==> src/rtl/sigma_delta_sample_sequencer_pkg.sv <==
// Shared types for the sigma-delta sample sequencer: FSM state encoding and ramp step scaling.
package sigma_delta_sample_sequencer_pkg;

  typedef enum logic [1:0] {IDLE, PRIME, RUN, RAMP} state_e;

  // Soft-mute step is midscale shifted down by this amount (1 << (MSBI-7)).
  localparam int RAMP_SHIFT = 7;

endpackage

==> src/rtl/stereo_sample_fifo.sv <==
// Synchronous stereo-pair FIFO with registered level, full and empty flags.
module stereo_sample_fifo #(
  parameter int W     = 32,
  parameter int DEPTH = 8
) (
  input  logic                   CLK,
  input  logic                   RESET,
  input  logic                   push,
  input  logic [W-1:0]           wdata,
  input  logic                   pop,
  output logic [W-1:0]           rdata,
  output logic [$clog2(DEPTH):0] level,
  output logic                   full,
  output logic                   empty
);
  localparam int AW = $clog2(DEPTH);
  localparam logic [AW:0] LAST = (AW+1)'(DEPTH - 1);
  localparam logic [AW:0] ONE  = (AW+1)'(1);

  logic [W-1:0]  mem [DEPTH];
  logic [AW-1:0] wptr, rptr;

  assign rdata = mem[rptr];

  always_ff @(posedge CLK)
    if (push) mem[wptr] <= wdata;

  always_ff @(posedge CLK) begin
    if (RESET) begin
      wptr  <= '0;
      rptr  <= '0;
      level <= '0;
      full  <= 1'b0;
      empty <= 1'b1;
    end else begin
      if (push) wptr <= wptr + 1'b1;
      if (pop)  rptr <= rptr + 1'b1;
      // Simultaneous push and pop leave level and flags untouched.
      case ({push, pop})
        2'b10: begin
          level <= level + 1'b1;
          full  <= (level == LAST);
          empty <= 1'b0;
        end
        2'b01: begin
          level <= level - 1'b1;
          full  <= 1'b0;
          empty <= (level == ONE);
        end
        default: ;
      endcase
    end
  end

endmodule

==> src/rtl/sigma_delta_sample_sequencer.sv <==
// Paces stereo PCM pairs from a FIFO into two sigma-delta DACs at a programmable sample period.
// Optional soft-mute ramp toward midscale on disable: define DAC_SOFT_MUTE_EN.
module sigma_delta_sample_sequencer
  import sigma_delta_sample_sequencer_pkg::*;
#(
  parameter int MSBI       = 15,
  parameter int FIFO_DEPTH = 8,
  parameter int DIV_W      = 12
) (
  input  logic                        CLK,
  input  logic                        RESET,
  input  logic                        ENABLE,
  input  logic [DIV_W-1:0]            RATE_DIV,
  input  logic [MSBI:0]               SAMPLE_L,
  input  logic [MSBI:0]               SAMPLE_R,
  input  logic                        SAMPLE_VALID,
  output logic                        SAMPLE_READY,
  output logic [MSBI:0]               DAC_L,
  output logic [MSBI:0]               DAC_R,
  output logic                        SAMPLE_STROBE,
  output logic [$clog2(FIFO_DEPTH):0] FIFO_LEVEL,
  output logic                        UNDERRUN,
  input  logic                        UNDERRUN_CLR
);
  localparam int LW = $clog2(FIFO_DEPTH) + 1;
  localparam logic [MSBI:0]  MID  = {1'b1, {MSBI{1'b0}}};
  localparam logic [LW-1:0]  HALF = LW'(FIFO_DEPTH / 2);

  typedef struct packed {
    logic [MSBI:0] l;
    logic [MSBI:0] r;
  } pair_t;

`ifdef DAC_SOFT_MUTE_EN
  localparam state_e OFF = RAMP;
  localparam logic [MSBI:0] STEP = MID >> RAMP_SHIFT;
  logic ramp_tick;

  function automatic logic [MSBI:0] ramp_step(input logic [MSBI:0] d);
    logic [MSBI:0] diff;
    diff = (d > MID) ? d - MID : MID - d;
    if (diff > STEP) diff = STEP;
    return (d > MID) ? d - diff : d + diff;
  endfunction
`else
  localparam state_e OFF = IDLE;
`endif

  state_e           state, state_nxt;
  logic [DIV_W-1:0] div;
  logic             div_zero, push, pop, underrun_set, fifo_full, fifo_empty;
  pair_t            wr_pair, rd_pair;

  // Two's complement to excess-2**MSBI is just an MSB flip.
  function automatic logic [MSBI:0] excess(input logic [MSBI:0] s);
    return {~s[MSBI], s[MSBI-1:0]};
  endfunction

  assign SAMPLE_READY = !fifo_full && !RESET;
  assign push         = SAMPLE_VALID && SAMPLE_READY;
  assign wr_pair      = '{l: SAMPLE_L, r: SAMPLE_R};
  assign div_zero     = (div == '0);

  stereo_sample_fifo #(.W(2*(MSBI+1)), .DEPTH(FIFO_DEPTH)) u_fifo (
    .CLK   (CLK),
    .RESET (RESET),
    .push  (push),
    .wdata (wr_pair),
    .pop   (pop),
    .rdata (rd_pair),
    .level (FIFO_LEVEL),
    .full  (fifo_full),
    .empty (fifo_empty)
  );

  always_ff @(posedge CLK)
    if (RESET) state <= IDLE;
    else       state <= state_nxt;

  always_comb begin
    state_nxt    = state;
    pop          = 1'b0;
    underrun_set = 1'b0;
`ifdef DAC_SOFT_MUTE_EN
    ramp_tick    = 1'b0;
`endif
    case (state)
      IDLE:  if (ENABLE) state_nxt = PRIME;
      PRIME: if (!ENABLE) state_nxt = OFF;
             else if (FIFO_LEVEL >= HALF) state_nxt = RUN;
      RUN: begin
        // Disabling drops any tick due this cycle.
        if (!ENABLE) state_nxt = OFF;
        else if (div_zero) begin
          if (fifo_empty) begin
            underrun_set = 1'b1;
            state_nxt    = PRIME;
          end else pop = 1'b1;
        end
      end
`ifdef DAC_SOFT_MUTE_EN
      RAMP: begin
        if (ENABLE) state_nxt = PRIME;
        else if (DAC_L == MID && DAC_R == MID) state_nxt = IDLE;
        else ramp_tick = div_zero;
      end
`endif
      default: state_nxt = IDLE;
    endcase
  end

  // RATE_DIV is only sampled at reload; PRIME parks at 0 so RUN ticks on entry.
  always_ff @(posedge CLK)
    if (RESET) div <= '0;
    else if (state == RUN || state == RAMP) div <= div_zero ? RATE_DIV : div - 1'b1;
    else div <= '0;

  always_ff @(posedge CLK) begin
    if (RESET) begin
      DAC_L         <= MID;
      DAC_R         <= MID;
      SAMPLE_STROBE <= 1'b0;
    end else begin
      SAMPLE_STROBE <= pop;
      if (pop) begin
        DAC_L <= excess(rd_pair.l);
        DAC_R <= excess(rd_pair.r);
      end
`ifdef DAC_SOFT_MUTE_EN
      else if (ramp_tick) begin
        DAC_L <= ramp_step(DAC_L);
        DAC_R <= ramp_step(DAC_R);
      end
`else
      else if (state == IDLE || !ENABLE) begin
        DAC_L <= MID;
        DAC_R <= MID;
      end
`endif
    end
  end

  always_ff @(posedge CLK)
    if (RESET)             UNDERRUN <= 1'b0;
    else if (underrun_set) UNDERRUN <= 1'b1;
    else if (UNDERRUN_CLR) UNDERRUN <= 1'b0;

endmodule

==> config.mk <==
export PLATFORM = sky130hd
export DESIGN_NAME = sigma_delta_sample_sequencer
export DESIGN_NICKNAME = d
export VERILOG_FILES = /design/src/rtl/sigma_delta_sample_sequencer_pkg.sv /design/src/rtl/stereo_sample_fifo.sv /design/src/rtl/sigma_delta_sample_sequencer.sv
export SDC_FILE = /design/constraint.sdc
export NUM_CORES = 1
export LEC_CHECK = 0
export BUFFER_PORTS_ARGS = -buffer_cell sky130_fd_sc_hd__buf_2
export CORE_MARGIN = 3
export CORE_UTILIZATION = 54
export DETAILED_ROUTE_END_ITERATION = 8
export PLACE_DENSITY = 0.75
export SLEW_MARGIN = 5
export SYNTH_ARGS = -nofsm -noshare
export SYNTH_HDL_FRONTEND = slang
export SYNTH_SLANG_ARGS = --single-unit
==> constraint.sdc <==
create_clock -name CLK -period 3.7 [get_ports CLK]
set_input_delay 0.37 -clock CLK [delete_from_list [all_inputs] [get_ports CLK]]
set_output_delay 0.37 -clock CLK [all_outputs]
set_load 0.02 [all_outputs]
=== Yosys cells after proc, flatten, opt, wreduce, memory -nomap -nowiden ===
Memories as Yosys holds them, arrays and structs flattened. A register that Yosys moved wholly into a read port is not among the register bits.
Index checks and enable logic that the tools add are counted.

* $add $sub $neg: 5
* Order comparisons: 1
* Eq/ne operators: 11
* Mux-type cells: 28
* Bitwise logic cells: 3
* Reductions and logical operators: 14

{| class="wikitable"
|+ Operators with widths
! cell !! number
|-
| $mux 16 || 3
|-
| $logic_not 12->1 || 1
|-
| $mux 1 || 12
|-
| $mux 12 || 1
|-
| $mux 2 || 6
|-
| $sub 12x1->12 const B || 1
|-
| $pmux 4 s2 || 1
|-
| $add 3x1->3 const B || 2
|-
| $eq 2x2->1 const B || 3
|-
| $mux 3 || 2
|-
| $ne 3x3->1 const B || 2
|-
| $pmux 2 s3 || 1
|-
| $reduce_bool 2->1 || 3
|-
| $add 4x1->4 const B || 1
|-
| $eq 2x1->1 const B || 2
|-
| $eq 4x1->1 const B || 1
|-
| $eq 4x3->1 const B || 1
|-
| $ge 4x3->1 const B || 1
|-
| $pmux 1 s2 || 2
|-
| $reduce_and 4->1 || 1
|-
| $sub 4x1->4 const B || 1
|-
| $logic_not 1->1 || 3
|-
| $ne 3x2->1 const B || 1
|-
| $not 1->1 || 3
|-
| other kinds (5) || 7
|}

* Bits in registers: 60
* RAM bits: 256
* Input port bits: 49
* Output and inout bits: 39
* Word-level logic and storage cells: 74
* Memories: 1

{| class="wikitable"
|+ Memories
! memory !! words !! width !! read ports !! clocked after Yosys merged registers in !! write ports !! line !! text
|-
| u_fifo.mem || 8 || 32 || 1 || 1 || 1 || stereo_sample_fifo.sv:20 || <nowiki>logic [W-1:0] mem [DEPTH];</nowiki>
|}

=== Longest topological paths before layout ===
Gate-level depths: netlist of the first run.

* Depth after elaboration: 6
* Gate-level depth with buffers: 10
* Depth with buffers taken out: 9

=== Cells and area by module ===
A second synthesis of the first run with hierarchy kept.

* Cell total of the unflattened synthesis: 681
* Area, all modules: 12634.6 um^2

{| class="wikitable"
|+ By module, submodules not included
! module !! times used !! cells each !! area an instance (um^2) !! seq. area each (um^2)
|-
| stereo_sample_fifo || 1 || 444 || 10447.5 || 7987.7
|-
| sigma_delta_sample_sequencer || 1 || 237 || 2187.1 || 960.9
|}

=== Worst setup path after synthesis of the first run ===
OpenSTA, ideal clock, no wires.

* Path kind: input to register
* Start: in SAMPLE_VALID
* End: mem u_fifo.mem[0][0] (enable)
* Library setup time: 461 ps
* Data arrival time: 3202 ps
* Required time: 3239 ps
* Slack: 37 ps
* Stages: 3
* Buffers on the path: 0
* Path through: nor3b_1 nand2b_1 nor3_1

* Longest elaborated chain between the ends: 3

{| class="wikitable"
|+ RTL lines
! element !! line !! text
|-
| start, declared || sigma_delta_sample_sequencer.sv:16 || <nowiki>input logic SAMPLE_VALID,</nowiki>
|-
| $logic_and 1x1->1 || sigma_delta_sample_sequencer.sv:60 || <nowiki>assign push = SAMPLE_VALID && SAMPLE_READY;</nowiki>
|-
| $mux 1 || stereo_sample_fifo.sv:26 || <nowiki>if (push) mem[wptr] <= wdata;</nowiki>
|-
| $mux 1 (implied by the code) || stereo_sample_fifo.sv:26 ||
|-
| end, declared || stereo_sample_fifo.sv:20 ||
|}

No other way between the ends.

=== Worst setup path in the final report of the first run ===
* Start: reg div[0]
* End: reg u_fifo.level[3]

* Longest elaborated chain between the ends: 6
* Elaborated cells between the ends (all ways): 8
* Those cells by class: eq/ne: 2; mux: 4; reduce/logical: 2

{| class="wikitable"
|+ RTL lines
! element !! line !! text
|-
| start, declared || sigma_delta_sample_sequencer.sv:50 || <nowiki>logic [DIV_W-1:0] div;</nowiki>
|-
| start signal, assigned || sigma_delta_sample_sequencer.sv:115 || <nowiki>else if (state == RUN || state == RAMP) div <= div_zero ? RATE_DIV : div - 1'b1;</nowiki>
|-
| $logic_not 12->1 (*) || sigma_delta_sample_sequencer.sv:62 || <nowiki>assign div_zero = (div == '0);</nowiki>
|-
| $mux 1 (*) || sigma_delta_sample_sequencer.sv:94 || <nowiki>else if (div_zero) begin</nowiki>
|-
| $mux 1 (*) || sigma_delta_sample_sequencer.sv:93 || <nowiki>if (!ENABLE) state_nxt = OFF;</nowiki>
|-
| $mux 1 (*) || sigma_delta_sample_sequencer.sv:87 || <nowiki>case (state)</nowiki>
|-
| $eq 2x1->1 / $eq 2x2->1 (equally long branches) || stereo_sample_fifo.sv:39 || <nowiki>case ({push, pop})</nowiki>
|-
| $pmux 4 s2 / $reduce_bool 2->1 (equally long branches) || n/a ||
|-
| end signal, assigned || stereo_sample_fifo.sv:41 || <nowiki>level <= level + 1'b1;</nowiki>
|-
| end signal, assigned || stereo_sample_fifo.sv:46 || <nowiki>level <= level - 1'b1;</nowiki>
|-
| end, declared || stereo_sample_fifo.sv:12 || <nowiki>output logic [$clog2(DEPTH):0] level,</nowiki>
|}

Mark *: on every way between the ends. The rest lies on a longest branch, timed or not.
A chain may end at the register's enable or synchronous reset.

==> qor.csv, run 1 <==
metric,value,unit
TritonCTS clock tree,built,
Hold Path Class,in -> reg,
fillers,1513,
Main synth FF type,edfxtp_1,
worst vdd ir,0.332,mV
CTS Sinks,319,
Post-Syn Instances,616,
Tightest Pin Transition,0.967,ns
crit-path max cell delay,0.60,ns
layout cells sized above 1,0.349,
area of the multi-input gates,3010,um2
Synth Area per Inst,19.6,um2
CTS Hold Buffers Added,0,
Area contributors post-synth,"edfxtp_1 (64%), mux4_2 (12%), dfxtp_1 (10%), mux2_2 (3.1%), a22o_1 (2.2%)",
crit share post-route,0.764,
CTS Buf Count,31,
clock-pin slew on the worst setup and hold paths,0.06,ns
Hold Crit Endpoint,UNDERRUN,
crit path cell chain,inv_1 > ha_1 > nor3b_2 > buf_4 > and4_1 > ha_1 > or4b_2 > a21oi_1 > xnor2_1 > nor2_1,
Core Area,21900,um2
reg-to-reg startpoint,div[0],
Avg WL per Cell,22.7,um
Final HPWL DP,13.5,mm
DRT Wirelength,23.3,mm
syn_nets,673,
Max-slew headroom,0.355,
final hold viol count,0,
asr flop ratio synth,0,
Max-cap violations,0,
arrival time worst endpoint,3.25,ns
hold depth,4,
Reg area,8950,um2
setup violators final,0,
crit-path max FO,7,
Initial Util,0.553,
TNS Setup,0,ns
number of synthesized flops with an enable pin,256,
GP Congestion,0.863,
top cell type's share of synthesized area,0.635,
crit path max-delay cell type,or4b_2,
first-pass GRT wire length,36.7,mm
R2R cell count,10,
unrepaired setup endpoints after global routing,false,
Die Wd,156,um
vias in the first global route,6557,
Clk pwr share,0.426,
R2R setup slack,0.87,ns
Crit path required time,4.12,ns
Hold Path Origin,UNDERRUN_CLR,
post-layout util,0.636,
Buf/Inv on CP,2,
Sw Ratio,0.190,
Comb pwr share,0.024,
Synth area leader,edfxtp_1,
nets,779,
"FF+latch count, synth",319,
sequential power share,0.550,
Max Root-Sink Buffers,3,
GRT overflow,0,
WS Path Type,reg -> reg,
total setup buffers inserted after CTS,0,
sequential element share of the synthesized area,0.739,
vias,6117,
Leakage,4.72,nW
Crit. End Element,flip-flop,
NetSw,1.36,mW
GRT Util Overall,0.194,
outcome,"finished, final reports clean",
die height,156,um
mapped cell area,12100,um2
n_diodes,0,
Ys Warns,0,
H-Tree Depth,1,
minimum clock period,2.83,ns
std cell rows,54,
Power Density,512,nW/um2
fin. max-slew vios,0,
post-route ant nets,0,
largest net degree at the start of global routing,35,
Yosys cell types,49,
Worst Setup Start Kind,flip-flop,
TritonRoute pass-1 iters,5,
Die ar.,24200,um2
post-cts repair resize count,0,
initial antenna violation count,1,
drt drc,0,
Ports,88,
Final Skew,0.0106,ns
critical path's most frequent cell,ha_1,
Pint,5.77,mW
P&R area growth vs syn,15.1,%
Worst path top cell family by delay,simple AND/OR/NAND/NOR gates,
Starting DRT DRC Count,604,
fmax,354,MHz
Root Buffer,clkbuf_16,
Port Buffer Count,87,
clock latency on the worst-skew pair,0.55,ns
DR vias/cell,5.97,
r2r endpoint,u_fifo.level[3],
## cell usage after synthesis (4+ instances only)
master    number
a22o_1        30
ha_1           8
mux2_2        33
xnor2_1        4
a211oi_1       4
clkbuf_1      13
buf_2          7
a21oi_1       12
edfxtp_1     256
o21ai_0        8
nor2_1        29
inv_1          9
dfxtp_1       63
xor2_1         4
buf_6          6
mux4_2        64
nor3_1         6
nand2_1       11
nand2b_1       8
## per-layer routing
layer / GRT usage / vias to the layer above / share of wire
met1: 0.263 / 3130 / 0.41
met3: 0.0416 / 47 / 0.072
met2: 0.323 / 220 / 0.49
li1: - / 2718 / -
met5: 0 / - / 0.00056
met4: 0.0575 / 2 / 0.023
## power groups by stage
stage          clock network (mW)  registers [mW]  logic, mW
3_3_place_gp                    0            3.99      0.160
6_report                     3.04            3.92      0.168
2_1_floorplan                   0            4.00     0.0752
5_1_grt                      3.23            3.92      0.185
4_1_cts                      3.09            3.92      0.170
3_5_place_dp                    0            4.00      0.168
## worst reg2reg max path, stage by stage, from the launching register on
cell and delay, ns:
dfxtp_1 0.34, inv_1 0.07, ha_1 0.18, nor3b_2 0.17, buf_4 0.19, and4_1 0.44, ha_1 0.35, or4b_2 0.60
a21oi_1 0.18, xnor2_1 0.14, nor2_1 0.05
## how the worst max path moves through the flow
stage | start | end | slack [ns] | depth (start not counted)
finish | div[0] | u_fifo.level[3] | 0.87 | 10
global route | div[0] | u_fifo.level[3] | 0.67 | 10
CTS | div[0] | u_fifo.level[3] | 0.89 | 10
detailed placement | ENABLE | u_fifo.level[3] | 0.84 | 8
global placement | ENABLE | u_fifo.level[3] | 0.93 | 8
floorplan | SAMPLE_VALID | u_fifo.mem[0][0] | 0.04 | 3
## kinds of logic (layout without fill, tap and decap cells)
kind of cell    Yosys count  count (layout)  synth area share
flops                   319             319             0.739
buf+inv                  39             168            0.0169
mux                      99              99             0.151
fa+ha+maj                 8               8           0.00827
simple gates             76              76            0.0370
compound gates           67              67            0.0412
xor+xnor                  8               8           0.00579
## through the flow
stage               hold WS, ns  setup WS [ns]  total power [mW]  area, um2  std cells
floorplan                 0.462         0.0373              4.07      12100        616
global placement          0.443          0.932              4.15      12900        969
detailed placement        0.452          0.840              4.17      12900        969
CTS                      0.0662          0.886              7.19      13900       1025
global route             0.0915          0.665              7.34      13900       1025
finish                   0.0896          0.875              7.13      13900       1025
## registers in the layout (all words and copies together) (netlist names), named ones only
signal         cells
div               12
DAC_R             16
u_fifo.rptr        3
u_fifo.full        1
u_fifo.wptr        3
UNDERRUN           1
DAC_L             16
u_fifo.level       4
state              2
u_fifo.mem       256
SAMPLE_STROBE      1
u_fifo.empty       1
## layout by cell type, fill, tap and decap left out, types with 3 or more instances in the layout
cell         n
a211oi_1     4
a21oi_1     12
a22o_1      30
buf_12       3
buf_2       87
buf_4       13
bufinv_16    3
clkbuf_1     9
clkbuf_16   31
clkbuf_8     3
clkinv_1     7
dfxtp_1     60
edfxtp_1   256
ha_1         8
inv_1        9
mux2_2      33
mux4_2      64
nand2_1     11
nand2b_1     8
nor2_1      23
nor2_4       6
nor3_1       4
o21ai_0      8
o31ai_1      3
xnor2_1      4
xor2_1       4
## layout make-up
cell class | count | share of cell area
clock buffer | 43 | 0.0611
inverter | 9 | 0.00243
multi-input combinational | 258 | 0.216
timing repair buffer | 103 | 0.0426
clock inverter | 13 | 0.00970
sequential | 319 | 0.643
tap | 280 | 0.0252
Power figures use the tool's default switching activity.
==> run 2, diff against run 1 <==
CORE_UTILIZATION = 60   (was 54)
PLACE_DENSITY = 0.79   (was 0.75)
clock period = 2.9 ns   (was 3.7 ns; I/O delays follow)
==> run 2 against run 1 <==
Effect of this change:
- global-route usage up 3.6 points
- core utilization rose by 8.1 points
- sequential share of layout area is 0.74 points lower
- clock-buffer cell count shrank 5
- clock power up 28%
==> qor.csv, run 2 (same netlist as run 1, synthesis figures left out) <==
metric,value,unit,change
outcome,"finished, final reports clean",,unchanged
Worst Slack Setup Final,0.385,ns,was 0.875 ns
TritonCTS clock tree,built,,unchanged
Starting DRT DRC Count,583,,was 604
arrival time worst endpoint,2.95,ns,was 3.25 ns
Port Buffer Count,87,,unchanged
unrepaired setup endpoints after global routing,false,,unchanged
Die ar.,21900,um2,was 24200 um2
WS Path Type,reg -> reg,,unchanged
total setup buffers inserted after CTS,0,,unchanged
Placement Setup Slack,0.412,ns,was 0.840 ns
vias in the first global route,6693,,was 6557
Root Buffer,clkbuf_16,,unchanged
layout cells sized above 1,0.360,,was 0.349
largest reg by FF count,u_fifo.mem,,unchanged
nets,785,,was 779
final hold viol count,0,,unchanged
TNS Setup,0,ns,unchanged
fin. max-slew vios,0,,unchanged
TritonRoute pass-1 iters,5,,unchanged
Crit path required time,3.33,ns,was 4.12 ns
setup violators final,0,,unchanged
fmax,398,MHz,was 354 MHz
Die Wd,148,um,was 156 um
Worst path top cell family by delay,simple AND/OR/NAND/NOR gates,,unchanged
first-pass GRT wire length,38.6,mm,was 36.7 mm
GP Congestion,0.838,,was 0.863
minimum clock period,2.51,ns,was 2.83 ns
Max Root-Sink Buffers,3,,unchanged
Final HPWL DP,13.3,mm,was 13.5 mm
Final Skew,0.0159,ns,was 0.0106 ns
P&R area growth vs syn,16.4,%,was 15.1%
post-cts repair resize count,0,,unchanged
DRT Wirelength,24.6,mm,was 23.3 mm
Leakage,4.76,nW,was 4.72 nW
biggest regs,"u_fifo.mem (256), DAC_L (16), DAC_R (16)",,unchanged
CTS Sinks,319,,unchanged
Reg area,8950,um2,unchanged
drt drc,0,,unchanged
crit share post-route,0.867,,was 0.764
crit-path max cell delay,0.60,ns,about the same
crit-path max FO,6,,was 7
GRT Util Overall,0.230,,was 0.194
largest net degree at the start of global routing,65,,was 35
Crit. End Element,flip-flop,,unchanged
R2R setup slack,0.39,ns,was 0.87 ns
fillers,1152,,was 1513
"commonest cells after routing, fill and taps aside","edfxtp_1 (256), buf_2 (87), mux4_2 (64)",,unchanged
crit path cell chain,nor4_4 > and4_1 > ha_1 > or4b_2 > a21oi_1 > xnor2_1 > nor2_1,,was inv_1 > ha_1 > nor3b_2 > buf_4 > and4_1 > ha_1 > or4b_2 > a21oi_1 > xnor2_1 > nor2_1
crit path max-delay cell type,or4b_2,,unchanged
Ports,88,,unchanged
vias,6286,,was 6117
Initial Util,0.616,,was 0.553
CTS Buf Count,30,,was 31
Hold Path Class,in -> reg,,unchanged
worst vdd ir,0.387,mV,was 0.332 mV
Max-cap violations,0,,unchanged
Core Area,19700,um2,was 21900 um2
clock-pin slew on the worst setup and hold paths,0.06,ns,about the same
GRT overflow,0,,unchanged
Buf/Inv on CP,0,,was 2
H-Tree Depth,1,,unchanged
Worst Setup Start Kind,flip-flop,,unchanged
die height,148,um,was 156 um
"commonest non-fill, non-tap cell in the layout",edfxtp_1,,unchanged
post-route ant nets,0,,unchanged
CTS Hold Buffers Added,3,,was 0
area of the multi-input gates,3020,um2,was 3010 um2
number of flip-flops in the largest register,256,,unchanged
Max-slew headroom,0.471,,was 0.355
clock latency on the worst-skew pair,0.55,ns,about the same
DR vias/cell,6.17,,was 5.97
initial antenna violation count,3,,was 1
Tightest Pin Transition,0.791,ns,was 0.967 ns
Avg WL per Cell,24.1,um,was 22.7 um
Power Density,646,nW/um2,was 512 nW/um2
std cell rows,51,,was 54
run 2: cell types whose count changed in the layout (fill, tap and decap cells not counted), sizes merged:
| cell | previous run | this run |
|---|---|---|
| clkinvlp | 0 | 6 |
| clkbuf | 43 | 38 |
| buf | 103 | 107 |
| dlygate4sd3 | 0 | 3 |
| diode | 0 | 2 |
| inv | 10 | 9 |
run 2: power by group:
part           internal (mW)  switching [mW]  total (mW)
combinational         0.0896           0.134       0.224
sequential              4.98          0.0197        5.00
clock                   2.25            1.63        3.88
total                   7.32            1.78        9.10
run 2: per-stage QoR:
step	area (um2)	total power [mW]	instances	util	hold slack [ns]
final	14100	9.10	1019	0.717	0.0134
after floorplan	12100	5.20	616	-	0.389
after detailed placement	13100	5.32	958	0.665	0.461
after global placement	13100	5.30	958	0.665	0.435
after global routing	14100	9.36	1019	0.717	0.0142
after CTS	14100	9.15	1017	0.717	0.00229
run 2: cell type report:
class,instances,share of cell area
inverters,9,0.00240
diodes,2,0.000355
well taps,265,0.0235
repair buffers,110,0.0535
clock buffers,38,0.0576
flip-flops and latches,319,0.636
clock inverters,18,0.0125
multi-input cells,258,0.215
run 2: worst register-to-register path, delay by kind of cell, from the launching register on:
kind	cells	cell delay (ns)
adders and majority gates	1	0.30
xor gates and xnor gates	1	0.13
DFF	1	0.38
and+or+nand+nor	4	1.41
AOI/OAI and AO/OA	1	0.17
run 2: worst paths after layout:
check,from,end,cells after the start
max,div[8],u_fifo.level[3],7
min,SAMPLE_R[10],u_fifo.mem[5][10],1
max reg2reg,div[8],u_fifo.level[3],7
min reg2reg,DAC_R[13],DAC_R[13],1
run 2: per-layer routing:
| layer | wire, um | up-vias | GRT usage |
|---|---|---|---|
| met5 | 13 | - | 0 |
| met4 | 474 | 2 | 0.0674 |
| met3 | 1640 | 35 | 0.0377 |
| met2 | 13000 | 276 | 0.401 |
| met1 | 9450 | 3250 | 0.305 |
| li1 | - | 2723 | - |
